$ cat src/rtl/draw_pkg.sv
// Shared definitions for the sprite drawing datapath.
//   SCREEN_W / SCREEN_H : VGA adapter resolution in pixels
//   X_W / Y_W / COL_W   : coordinate and colour widths of the adapter interface
//   BG_COLOUR           : colour written when erasing
//   dir_t               : one-bit movement direction per axis
package draw_pkg;

  localparam int SCREEN_W = 160;
  localparam int SCREEN_H = 120;

  localparam int X_W   = 8;
  localparam int Y_W   = 7;
  localparam int COL_W = 3;

  localparam logic [COL_W-1:0] BG_COLOUR = 3'b000;

  typedef enum logic {
    DIR_NEG = 1'b0,
    DIR_POS = 1'b1
  } dir_t;

endpackage

$ cat src/rtl/box_scan_counter.sv
// Raster scan over a W x H box, x fastest. Shared by the draw and erase passes.
//   clock, reset : clock, async active-high reset
//   en           : advance one pixel per edge; when low the scan returns to (0,0)
//   ox, oy       : current offset inside the box
//   last         : offset is the bottom-right pixel
module box_scan_counter #(
  parameter  int W    = 4,
  parameter  int H    = 4,
  localparam int OX_W = (W > 1) ? $clog2(W) : 1,
  localparam int OY_W = (H > 1) ? $clog2(H) : 1
) (
  input  logic            clock,
  input  logic            reset,
  input  logic            en,
  output logic [OX_W-1:0] ox,
  output logic [OY_W-1:0] oy,
  output logic            last
);

  localparam logic [OX_W-1:0] OX_LAST = OX_W'(W - 1);
  localparam logic [OY_W-1:0] OY_LAST = OY_W'(H - 1);

  logic ox_at_end;
  logic oy_at_end;

  assign ox_at_end = (ox == OX_LAST);
  assign oy_at_end = (oy == OY_LAST);
  assign last      = ox_at_end && oy_at_end;

  always_ff @(posedge clock or posedge reset) begin
    if (reset) begin
      ox <= '0;
      oy <= '0;
    end else if (!en) begin
      ox <= '0;
      oy <= '0;
    end else if (ox_at_end) begin
      ox <= '0;
      oy <= oy_at_end ? '0 : oy + 1'b1;
    end else begin
      ox <= ox + 1'b1;
    end
  end

endmodule

$ cat src/rtl/sprite_draw_datapath.sv
// Datapath for the bouncing-sprite animation. Executes load / draw / erase /
// delay commands from the control FSM and drives the VGA adapter pixel port.
//   clock, reset            : clock, async active-high reset
//   x_in, y_in, colour_in   : initial position and sprite colour
//   ld_x_out, ld_y_out      : load (clamped) base position, direction reset to +1
//   plot, sel_col           : pixel write request, 1 selects the erase colour
//   enable_posCounter_W/_B  : scan the sprite box for draw / erase
//   enable_delayCounter     : run the frame-hold counter
//   x_out, y_out, colour_out, writeEn : adapter pixel port
//   doneW, doneB, waited    : status strobes back to the FSM
//
// Pixel port handshake: writeEn acts as a valid with no ready; the adapter
// accepts x_out/y_out/colour_out on every clock edge where writeEn is high.
module sprite_draw_datapath
  import draw_pkg::*;
#(
  parameter int               SPRITE_W  = 4,
  parameter int               SPRITE_H  = 4,
  parameter int               DELAY     = 833333,
  parameter int               SCREEN_W  = draw_pkg::SCREEN_W,
  parameter int               SCREEN_H  = draw_pkg::SCREEN_H,
  parameter logic [COL_W-1:0] BG_COLOUR = draw_pkg::BG_COLOUR
) (
  input  logic             clock,
  input  logic             reset,
  input  logic [X_W-1:0]   x_in,
  input  logic [Y_W-1:0]   y_in,
  input  logic [COL_W-1:0] colour_in,
  input  logic             ld_x_out,
  input  logic             ld_y_out,
  input  logic             plot,
  input  logic             sel_col,
  input  logic             enable_posCounter_W,
  input  logic             enable_posCounter_B,
  input  logic             enable_delayCounter,
  output logic [X_W-1:0]   x_out,
  output logic [Y_W-1:0]   y_out,
  output logic [COL_W-1:0] colour_out,
  output logic             writeEn,
  output logic             doneW,
  output logic             doneB,
  output logic             waited
);

  localparam int OX_W  = (SPRITE_W > 1) ? $clog2(SPRITE_W) : 1;
  localparam int OY_W  = (SPRITE_H > 1) ? $clog2(SPRITE_H) : 1;
  localparam int DLY_W = $clog2(DELAY + 1);

  // Largest base position that keeps the whole sprite on screen.
  localparam logic [X_W-1:0]   X_MAX    = X_W'(SCREEN_W - SPRITE_W);
  localparam logic [Y_W-1:0]   Y_MAX    = Y_W'(SCREEN_H - SPRITE_H);
  localparam logic [DLY_W-1:0] DLY_LAST = DLY_W'(DELAY - 1);

  logic [X_W-1:0]   base_x, nx_x;
  logic [Y_W-1:0]   base_y, nx_y;
  dir_t             dx, nx_dx;
  dir_t             dy, nx_dy;
  logic [OX_W-1:0]  ox;
  logic [OY_W-1:0]  oy;
  logic             last;
  logic             scan_en;
  logic [DLY_W-1:0] dly_cnt;

  // One counter serves both passes; the FSM never legally runs both at once.
  assign scan_en = enable_posCounter_W | enable_posCounter_B;

  box_scan_counter #(
    .W (SPRITE_W),
    .H (SPRITE_H)
  ) u_scan (
    .clock (clock),
    .reset (reset),
    .en    (scan_en),
    .ox    (ox),
    .oy    (oy),
    .last  (last)
  );

  assign doneW      = enable_posCounter_W & last;
  assign doneB      = enable_posCounter_B & last & ~enable_posCounter_W;
  assign x_out      = base_x + X_W'(ox);
  assign y_out      = base_y + Y_W'(oy);
  assign colour_out = sel_col ? BG_COLOUR : colour_in;
  assign writeEn    = plot;
  assign waited     = enable_delayCounter & (dly_cnt == DLY_LAST);

  // Next diagonal step with edge bounce. An axis with no room to move holds.
  always_comb begin
    nx_x  = base_x;
    nx_dx = dx;
    if (X_MAX != '0) begin
      if (dx == DIR_POS) begin
        if (base_x == X_MAX) begin
          nx_dx = DIR_NEG;
          nx_x  = base_x - 1'b1;
        end else begin
          nx_x  = base_x + 1'b1;
        end
      end else begin
        if (base_x == '0) begin
          nx_dx = DIR_POS;
          nx_x  = base_x + 1'b1;
        end else begin
          nx_x  = base_x - 1'b1;
        end
      end
    end
  end

  always_comb begin
    nx_y  = base_y;
    nx_dy = dy;
    if (Y_MAX != '0) begin
      if (dy == DIR_POS) begin
        if (base_y == Y_MAX) begin
          nx_dy = DIR_NEG;
          nx_y  = base_y - 1'b1;
        end else begin
          nx_y  = base_y + 1'b1;
        end
      end else begin
        if (base_y == '0) begin
          nx_dy = DIR_POS;
          nx_y  = base_y + 1'b1;
        end else begin
          nx_y  = base_y - 1'b1;
        end
      end
    end
  end

  // Base position: a load beats a move issued in the same cycle.
  always_ff @(posedge clock or posedge reset) begin
    if (reset) begin
      base_x <= '0;
      base_y <= '0;
      dx     <= DIR_POS;
      dy     <= DIR_POS;
    end else begin
      if (ld_x_out) begin
        base_x <= (x_in > X_MAX) ? X_MAX : x_in;
        dx     <= DIR_POS;
      end else if (doneB) begin
        base_x <= nx_x;
        dx     <= nx_dx;
      end
      if (ld_y_out) begin
        base_y <= (y_in > Y_MAX) ? Y_MAX : y_in;
        dy     <= DIR_POS;
      end else if (doneB) begin
        base_y <= nx_y;
        dy     <= nx_dy;
      end
    end
  end

  // Frame-hold counter; dropping the enable restarts the full delay.
  always_ff @(posedge clock or posedge reset) begin
    if (reset) begin
      dly_cnt <= '0;
    end else if (!enable_delayCounter || dly_cnt == DLY_LAST) begin
      dly_cnt <= '0;
    end else begin
      dly_cnt <= dly_cnt + 1'b1;
    end
  end

endmodule
$ cat config.mk
export PLATFORM = sky130hd
export DESIGN_NAME = sprite_draw_datapath
export DESIGN_NICKNAME = d
export VERILOG_FILES = /design/src/rtl/draw_pkg.sv /design/src/rtl/box_scan_counter.sv /design/src/rtl/sprite_draw_datapath.sv
export SDC_FILE = /design/constraint.sdc
export NUM_CORES = 1
export LEC_CHECK = 0
export ABC_AREA = 1
export CORE_UTILIZATION = 59
export CTS_BUF_LIST = sky130_fd_sc_hd__clkbuf_16
export CTS_CLUSTER_DIAMETER = 150
export CTS_CLUSTER_SIZE = 24
export DETAILED_ROUTE_END_ITERATION = 10
export GPL_TIMING_DRIVEN = 0
export MAX_ROUTING_LAYER = met4
export PLACE_DENSITY = 0.86
export SLEW_MARGIN = 40
export SYNTH_ARGS = -nofsm -noshare
export SYNTH_HDL_FRONTEND = slang
export SYNTH_SLANG_ARGS = --single-unit
$ cat constraint.sdc
create_clock -name clock -period 2.7 [get_ports clock]
set_clock_uncertainty 0.1 [all_clocks]
set_input_delay 0.27 -clock clock [delete_from_list [all_inputs] [get_ports clock]]
set_output_delay 0.27 -clock clock [all_outputs]
set_load 0.02 [all_outputs]
==> impl_metrics.env <==
export IMPL_status="finished, final reports clean"
export IMPL_p_leak_nw=1.93
export IMPL_cp_max_fo=7
export IMPL_syn_avg_cell_area_um2=6.96
export IMPL_fin_cells=599
export IMPL_slowest_delay_ns=0.62
export IMPL_cap_violations=0
export IMPL_dieArea_um2=5920
export IMPL_setup_viol=0
export IMPL_routed_wl_mm=7.75
export IMPL_nets=571
export IMPL_antennaDiodeCount=0
export IMPL_min_period_ns=2.55
export IMPL_synth_compound_area_share_pct=6.95
export IMPL_cts_tree="built"
export IMPL_wl_met1_mm=3.37
export IMPL_synth_seq_cells=41
export IMPL_grt_pass1_wl_mm=13.2
export IMPL_finalPower_mw=2.13
export IMPL_top_layer="met4"
export IMPL_finalMaxSlewViolations=0
export IMPL_clk_pin_slew_worst_paths_ns=0.06
export IMPL_end_kind="primary output"
export IMPL_start_kind="flop"
export IMPL_hpwl_mm=5.79
export IMPL_grt_max_degree=42
export IMPL_area_growth_pct=21.8
export IMPL_ios=49
export IMPL_wl_met3_um=542
export IMPL_chipWidth_um=76.9
export IMPL_via_per_inst=5.45
export IMPL_slew_headroom_pct=66.9
export IMPL_holdBufCountCts=0
export IMPL_regToRegSetupSlack_ns=0.76
export IMPL_wl_met2_mm=3.71
export IMPL_post_drt_wl_per_cell_um=12.9
export IMPL_gp_congestion=0.948
export IMPL_vias=3262
export IMPL_numCtsBuffers=5
export IMPL_synth_cell_types=33
export IMPL_clkSinkCount=41
export IMPL_grt_pass1_vias=3018
export IMPL_synth_area_top_cells="dfrtp_1 (29%), nand2_1 (12%), xor2_1 (8.7%), inv_1 (7.5%), nor2_1 (7.4%)"
export IMPL_yosys_area_share_simple_pct=34.4
export IMPL_io_buffers=45
export IMPL_dr_pass1_iters=7
export IMPL_fin_crit_sh_pct=94.6
export IMPL_clockBufferDepth=2
export IMPL_post_place_cells=591
export IMPL_hp_class="primary input to async pin"
export IMPL_start_util_pct=62.8
export IMPL_syn_inst=476
export IMPL_synth_mux_area_share_pct=0
export IMPL_grt_overflow=0
export IMPL_crit_path_start="base_x[1]$_DFFE_PP0P_"
export IMPL_antenna_found_initial=0
export IMPL_num_rows=26
export IMPL_worst_r2r_endpoint="base_x[6]$_DFFE_PP0P_"
export IMPL_crit_arrival_ns=2.18
export IMPL_drt_initial_drc_count=263
export IMPL_worstPathCellList="ha_1 -> a21oi_1 -> nor2_2 -> nand2_1 -> xor2_1 -> clkdlybuf4s50_1"
export IMPL_synth_fa_ha_area_share_pct=6.50
export IMPL_drive_gt1_share_pct=9.45
export IMPL_clock_latency_ns=0.28
export IMPL_ant_nets=0
export IMPL_worstPathRequired_ns=2.33
export IMPL_ys_warn_count=0
export IMPL_root_buffer="clkbuf_16"
export IMPL_r2r_start="u_scan.ox[0]$_DFF_PP0_"
export IMPL_syn_nets=519
export IMPL_reg2regPathDepth=7
export IMPL_netlist_area_um2=3310
export IMPL_ys_seq_area_share_pct=31.1
export IMPL_synth_xor_area_share_pct=10.3
export IMPL_vdd_drop_max_mv=0.416
export IMPL_timing_setup_tns_ns=0
export IMPL_path_class="flop to primary output"
export IMPL_hold_violations=0
export IMPL_synth_top_area_share_pct=29.5
export IMPL_synth_top_area_cell="dfrtp_1"
export IMPL_rsz0062_at_grt="no"
export IMPL_worst_path_buf_inv=1
export IMPL_core_area_um2=5270
export IMPL_tightest_slew_ns=0.497
export IMPL_drc=0
export IMPL_power_density_nw_per_um2=529
export IMPL_max_freq_ghz=0.392
export IMPL_synth_top_family_by_area="simple AND/OR/NAND/NOR gates"
export IMPL_die_h_um=76.9
export IMPL_htreeDepth=2
export IMPL_slowest_stage="clkdlybuf4s50_1"
export IMPL_setup_ws_ns=0.147
export IMPL_groute_usage_overall_pct=28.3
export IMPL_place_ws_ns=0.266
export IMPL_critPathTopFamily="buffers and inverters"
cell usage after synthesis:
cell      instances
nor4_1            1
nor3_1            9
o21ai_1           3
nor4_2            1
nand4_2           1
nand3_1          45
buf_12            1
dfstp_2           2
inv_1            66
nand4_1          11
xnor2_1           6
xor2_1           33
fa_1              2
nor3_2            3
clkbuf_1          2
ha_1             14
nand2_2           5
inv_2             6
a31oi_1           3
nor2_2            8
o21ai_2           1
nand3_2           2
buf_4             3
a22oi_1           3
buf_6             1
nor2_1           65
dfrtp_1          39
nand2_4           1
o21ai_0          16
buf_2             5
nand2_1         102
a21oi_1          14
o211ai_1          2
worst max path at each step:
stage	endpoint	slack, ns	cells after the start
after detailed placement	y_out[6]	0.27	6
after global placement	y_out[6]	0.28	6
after floorplan	y_out[6]	0.82	5
final	x_out[7]	0.15	6
after global routing	x_out[7]	0.008	6
after CTS	y_out[4]	0.006	5
worst reg2reg max path, cell delays in order (launching register included):
cell     delay, ns
dfrtp_1       0.41
ha_1          0.31
nand4_2       0.21
inv_2         0.09
nor2_2        0.34
inv_1         0.15
nor2_1        0.13
a21oi_1       0.07
power breakdown:
group / internal [mW] / leakage [nW] / switching [mW] / total (mW)
logic: 0.325 / 1.32 / 0.420 / 0.745
registers: 0.668 / 0.528 / 0.0545 / 0.722
clock network: 0.432 / 0.0775 / 0.235 / 0.668
repair_timing:
item                                    CTS  global route
buffers inserted                          0             0
gates cloned                              0             0
endpoints found under the setup margin    1             6
resized for setup                         1             6
cells in the final DEF, fill, tap and decap left out, types with 2 or more instances in the layout:
cell / count
buf_4: 3
xnor2_1: 6
dlymetal6s2s_1: 4
o211ai_1: 2
inv_2: 6
a21oi_1: 13
inv_1: 65
nand3_1: 45
nor3_2: 3
ha_1: 14
o21ai_1: 3
nand2_1: 102
o21ai_0: 16
clkbuf_1: 2
clkdlybuf4s50_1: 40
nand2_2: 5
dfstp_2: 2
clkbuf_16: 5
nor2_1: 64
a22oi_1: 3
nand4_1: 11
nand3_2: 2
dfrtp_1: 39
buf_2: 5
fa_1: 2
xor2_1: 33
nor2_2: 9
a31oi_1: 3
nor3_1: 9
stage by stage:
stage                     cell area [um^2]  utilization (%)  hold WS, ns
final                                 4030             76.5        0.281
after global routing                  4030             76.5        0.340
after CTS                             4020             76.2        0.304
after detailed placement              3850             73.1        0.422
after global placement                3850             73.1        0.363
after floorplan                       3310                -        0.299
layout make-up:
| cell class | count | area (um^2) |
|---|---|---|
| clock inverter | 3 | 41.3 |
| buffer | 12 | 86.3 |
| tap | 70 | 87.6 |
| clock buffer | 5 | 125 |
| multi-input combinational | 351 | 1930 |
| sequential | 41 | 1030 |
| fill | 405 | 1240 |
| timing repair buffer | 45 | 459 |
| inverter | 72 | 273 |
sequential cells by signal (all words and copies together) (netlist names):
register	flops
u_scan.ox	2
base_y	7
base_x	8
u_scan.oy	2
dly_cnt	20
dx	1
dy	1
metal layers:
metal	GRT usage, %	vias to the layer above
met4	9.81	0
met1	34.3	1481
met5	-	-
li1	-	1616
met3	5.12	18
met2	47.1	147
kinds of logic (layout without fill, tap and decap cells):
kind of cell / after synthesis / in the layout
flip-flops: 41 / 41
AND/OR/NAND/NOR: 254 / 254
buffers and inverters: 84 / 137
XOR/XNOR: 39 / 39
AO/OA/AOI/OAI: 42 / 42
adder cells (fa/ha/maj): 16 / 16
No activity file was read; power rests on OpenSTA's default activity.
